[src/rtl/high_counter.sv]
// Free-running rising-edge counter with sticky terminal flag.
// Build option HIGH_COUNTER_SATURATE_EN: hold at terminal instead of wrapping.
`timescale 1ns/1ps
module high_counter #(
  parameter int WIDTH = 32
) (
  input  logic             clk,
  input  logic             rst,
  output logic [WIDTH-1:0] count,
  output logic             overflow
);

  localparam logic [WIDTH-1:0] TERM = '1;

  logic [WIDTH-1:0] count_q;
  logic [WIDTH-1:0] count_d;
  logic [WIDTH-1:0] count_inc;
  logic             overflow_q;
  logic             overflow_d;

  // next count and sticky flag on reaching the terminal value
  always_comb begin
    count_inc  = count_q + WIDTH'(1);
    count_d    = count_inc;
    overflow_d = overflow_q;
`ifdef HIGH_COUNTER_SATURATE_EN
    if (count_q == TERM) begin
      count_d = count_q;
    end
`endif
    if (count_d == TERM) begin
      overflow_d = 1'b1;
    end
  end

  // count every rising edge; active-low rst clears at once
  always_ff @(posedge clk or negedge rst) begin
    if (!rst) begin
      count_q    <= '0;
      overflow_q <= 1'b0;
    end else begin
      count_q    <= count_d;
      overflow_q <= overflow_d;
    end
  end

  assign count    = count_q;
  assign overflow = overflow_q;

endmodule

[config.mk]
export PLATFORM = sky130hd
export DESIGN_NAME = high_counter
export DESIGN_NICKNAME = d
export VERILOG_FILES = /design/src/rtl/high_counter.sv
export SDC_FILE = /design/constraint.sdc
export NUM_CORES = 1
export LEC_CHECK = 0
export CELL_PAD_IN_SITES_DETAIL_PLACEMENT = 1
export CELL_PAD_IN_SITES_GLOBAL_PLACEMENT = 2
export CORE_MARGIN = 8
export CORE_UTILIZATION = 32
export DETAILED_ROUTE_END_ITERATION = 8
export PLACE_DENSITY_LB_ADDON = 0.1
export SYNTH_ARGS = -nofsm -noshare
export SYNTH_HDL_FRONTEND = slang
export SYNTH_SLANG_ARGS = --single-unit
[constraint.sdc]
create_clock -name clk -period 2.6 [get_ports clk]
set_input_delay 0.39 -clock clk [delete_from_list [all_inputs] [get_ports clk]]
set_output_delay 0.39 -clock clk [all_outputs]
set_load 0.01 [all_outputs]
### Yosys cells after proc, flatten, opt, wreduce, memory -nomap -nowiden

Cells that the tools add are included.

* bits in registers: 33
* latch bits: 0
* RAM bits: 0
* ROM bits: 0
* output and inout bits: 33
* memories kept: 0

* $add $sub $neg: 1
* multiply operators: 0
* divide/modulo/power cells: 0
* magnitude comparators: 0
* equality and inequality tests: 1
* shifts and indexed selects: 0
* mux-type cells: 0
* bitwise operators: 0
* reduce and logical (&&, ||, !) cells: 0

Operators with widths (number)
* adder 32 x 1 -> 32 bit (second input constant): 1
* equality test 32 bit (second input constant): 1

### Logic depth before layout (Yosys ltp)

* depth after elaboration: 2
* mapped depth: 8
* depth with buffers taken out: 7

### Least setup slack after synthesis

Ideal clock, no wire load.

* kind: reg-to-reg
* start: reg count_q[1] (netlist: count[1])
* end: reg overflow_q (netlist: overflow)
* setup time: 0.092 ns
* arrival: 1.914 ns
* required time: 2.508 ns
* slack: 0.594 ns
* cell stages (with the launch flop): 9
* period minus slack after synthesis: 2.006 ns
* path through: dfrtp_1 > ha_1 > buf_2 > xor2_1 > nand3_1 > nor4_1 > o2111a_1 > nand4_1 > o31ai_2

* longest elaborated chain between the ends: 2

RTL lines
* from (decl): RTL line 15 `logic [WIDTH-1:0] count_q;`
* from (signal assigned): RTL line 42 `count_q <= count_d;`
* adder 32 x 1 -> 32 bit: RTL line 23 `count_inc = count_q + WIDTH'(1);`
* net count_d[2]: RTL line 16 `logic [WIDTH-1:0] count_d;`
* equality test 32 bit: RTL line 31 `if (count_d == TERM) begin`
* to (signal assigned): RTL line 43 `overflow_q <= overflow_d;`
* to (decl): RTL line 18 `logic overflow_q;`

The timed path passes the listed nets, and every way through them passes these cells.
A chain may end at the register's enable or synchronous reset.

### Final worst setup path

Ends and elaborated chain as after synthesis.

==> metrics.log <==
[metrics] timing startpoint of the critical path: count[1]
[metrics] number of fill cells in the layout: 612
[metrics] overall die width: 90.6 um
[metrics] root buffer cell: sky130_fd_sc_hd__clkbuf_8
[metrics] cell-by-cell listing of the critical path: ha_1 -> xor2_1 -> nand3_1 -> nor4_1 -> o2111a_1 -> nand4_1 -> o31ai_2
[metrics] total of flip-flops plus latches after synthesis: 33
[metrics] cell with the most instances after synthesis: sky130_fd_sc_hd__dfrtp_1
[metrics] critical path data required time: about 2.8 ns
[metrics] DR vias/cell: ~5
[metrics] number of enable-type register cells in the synthesized netlist: 0
[metrics] clock tree from TritonCTS: built
[metrics] clk_lat worst skew: 0.28 ns
[metrics] Min-Delay Path Class: reg2reg
[metrics] Remaining DRCs: 0
[metrics] commonest register cell after synthesis: sky130_fd_sc_hd__dfrtp_1
[metrics] worst max-slew margin expressed relative to the limit: approximately 69%
[metrics] post-synth top area cell: sky130_fd_sc_hd__dfrtp_1
[metrics] number of global-route vias before repair: between 1500 and 2000
[metrics] Max-cap violations: 0
[metrics] gr usage total: about an eighth
[metrics] category of the worst setup path launch point: flop
[metrics] # nets final: 212
[metrics] slowest cell delay on critical path: 0.52 ns
[metrics] transition at the pin with the smallest max-transition slack: 0.457 ns
[metrics] total grt overflow: 0
[metrics] synthesized area per cell: 10.5 sq um
[metrics] count of TritonRoute iterations in the first routing pass: 4
[metrics] post-synthesis sequential area ratio: 46.4%
[metrics] min-delay src: overflow
[metrics] CP Data Arrival Time: between 2 and 2.5 ns
[metrics] routability congestion estimate: a little over 0.8
[metrics] setup TNS after final layout: 0 ns
[metrics] number of pins exceeding their max-slew limit in the final report: 0
[metrics] number of H-tree levels: 2
[metrics] startpoint of the most critical register-to-register path: count[1]
[metrics] number of nets with antenna violations after routing: 0
[metrics] fraction of layout instances using a drive strength above 1: between 10% and 20%
[metrics] fraction of power spent switching nets: 22.0%
[metrics] Critical Path End Type: flop
[metrics] worst ir drop on vdd: 0.000218 V
[metrics] count of vias placed by the detailed router: 1427
[metrics] footprint of the flip-flops and latches: 826 sq um
[metrics] result of the run: completed
[metrics] Longest Clk Path Bufs: 2
[metrics] routed wire length per instance: ~17 um
[metrics] switching power: between 0.15 and 0.2 mW
[metrics] leakage power total: 0.996 nW
[metrics] net count after synthesis: ~170
[metrics] overall die area: 8200 sq um
[metrics] RSZ-0062 raised after global routing: no
[metrics] total clock sinks: 33
[metrics] share of async-settable or async-resettable flops after synthesis: 100%
[metrics] part of the total power dissipated in combinational logic: 1.4%
[metrics] clock tree skew after final layout: 0.00563 ns
[metrics] portion of the clock cycle consumed by the worst path in the final layout: 88.1%
[metrics] Area growth syn-to-layout: 27.7%
[metrics] starting density of the core: between 30% and 40%
[metrics] area of the core region: 5440 sq um
[metrics] Critical path destination: overflow
[metrics] number of buffers inserted for hold repair after clock tree synthesis: 0
[metrics] WL final: 4910 um
[metrics] part of the power in the clock network: approximately two fifths
[metrics] detailed placement HPWL: 3690 um
[metrics] total power density per cell area: 395 nW/um^2
[metrics] number of unique standard cell types used by synthesis: 40
[metrics] clock-pin slew of the registers on the worst-case setup and hold paths: 0.07 ns
[metrics] worst path setup slack after routing: 0.311 ns
[metrics] fraction of post-synthesis cell area in the top cell type by area: 46.4%
[metrics] post-placement setup slack: 0.367 ns
[metrics] post-synthesis instance area: 1780 sq um
[metrics] terminus of the critical flop-to-flop path: overflow
[metrics] r2r worst-path depth: 7
[metrics] worst setup slack for register-to-register paths: 0.31 ns
[metrics] cell-internal power: 0.701 mW
[metrics] crit path max fanout: 11
[metrics] global-route wire length before repair: 8250 um
[metrics] critical path start-end classification: reg2reg
[metrics] final design area excluding fillers: 2270 sq um
[metrics] Post-CTS Setup Bufs: 0
[metrics] cell type of the slowest stage on the worst timing path: sky130_fd_sc_hd__dfrtp_1
[metrics] Reg power frac: a little under three fifths
[metrics] final hold viol count: 0
[metrics] placed inst area: approximately 2200 sq um
[metrics] initial antenna violation count: 0
[metrics] combined area of the multi-input logic cells: 888 sq um
[metrics] most frequent cells after synthesis: sky130_fd_sc_hd__dfrtp_1 (33), sky130_fd_sc_hd__nand3_1 (18), sky130_fd_sc_hd__xnor2_1 (18)
[metrics] first-iteration detailed-routing DRC count: 101
[metrics] TritonCTS buffer count: 5
[metrics] Highest Clock Rate: 437 MHz
[metrics] Final setup violation count: 0
[metrics] Tmin final: 2.29 ns
[metrics] most area-consuming cells after synthesis: sky130_fd_sc_hd__dfrtp_1 (46%), sky130_fd_sc_hd__xnor2_1 (8.9%), sky130_fd_sc_hd__nand3_1 (5.1%)
[metrics] die outline height: 90.6 um
[metrics] number of cells produced by synthesis: 170
[metrics] largest net degree at the start of global routing: 34
[metrics] number of port buffers: 34
[metrics] Antenna diodes: 0
[metrics] site row count: 27
[metrics] post-cts gate resize count: 0
[metrics] IO Pins: 35
[metrics] total of warnings raised by yosys: 0
==> layout by cell type, fill, tap and decap left out, drive strengths merged, types with 2 or more instances in the layout <==
cell type	count
and4	4
nand4	11
or2	2
dfrtp	33
xnor2	19
and3	9
a21oi	4
nor3	2
nor2	8
clkinv	2
inv	6
ha	2
clkdlybuf4s50	34
nand2	11
nor3b	2
and2	3
nand4b	4
clkbuf	6
nor4	3
buf	3
nand3	20
xor2	10
==> worst min path at each step <==
stage	end	slack, ns	depth (start not counted)
2_1_floorplan	count[0]	0.09	0
3_3_place_gp	overflow	0.47	2
3_5_place_dp	overflow	0.49	2
4_1_cts	count[30]	0.51	1
5_1_grt	count[26]	0.53	1
6_report	overflow	0.50	2
==> metal layers <==
layer / track usage (%) / wire length (um) / vias to the layer above
li1: - / - / 681
met1: 16.9 / 2370 / 711
met2: 18.5 / 2230 / 31
met3: 4.16 / 279 / 4
met4: 3.88 / 28 / 0
met5: 0 / 0 / -
==> power groups by stage <==
stage	registers (mW)	clock network (mW)	logic, mW
floorplan	0.523	0	0.000000402
global placement	0.523	0	0.0133
finish	0.513	0.373	0.0122
global route	0.513	0.413	0.0147
detailed placement	0.523	0	0.0136
CTS	0.513	0.387	0.0135
==> critical path, delay by kind of cell (launching register included) <==
kind	cells	cell delay, ns
xor+xnor	1	0.24
simple gates	3	0.46
compound gates	2	0.48
flops	1	0.52
fa+ha+maj	1	0.51
==> kinds of logic after synthesis <==
logic type	synth area share, %
flops	46.4
fa+ha+maj	1.41
compound gates	4.43
simple gates	28.8
xor+xnor	14.7
buf+inv	3.66
mux	0.563
==> final cells by class <==
type,instances,area share (%)
clock buffers,6,3.19
repair buffers,37,16.0
inverters,6,0.991
well taps,72,3.96
clock inverters,2,0.441
multi-input cells,125,39.1
flip-flops and latches,33,36.3
==> per-stage QoR <==
| stage | util [%] | instances | hold WS (ns) | total power, mW |
|---|---|---|---|---|
| floorplan | - | 170 | 0.0944 | 0.523 |
| global placement | 40.3 | 273 | 0.468 | 0.536 |
| detailed placement | 40.3 | 273 | 0.493 | 0.537 |
| CTS | 41.8 | 281 | 0.512 | 0.914 |
| global route | 41.8 | 281 | 0.527 | 0.940 |
| finish | 41.8 | 281 | 0.496 | 0.898 |
==> sequential cells by signal, summed over array words and instances, names as in the netlist <==
name and cells:
overflow 1, count 32
No activity file was read; power rests on OpenSTA's default activity.
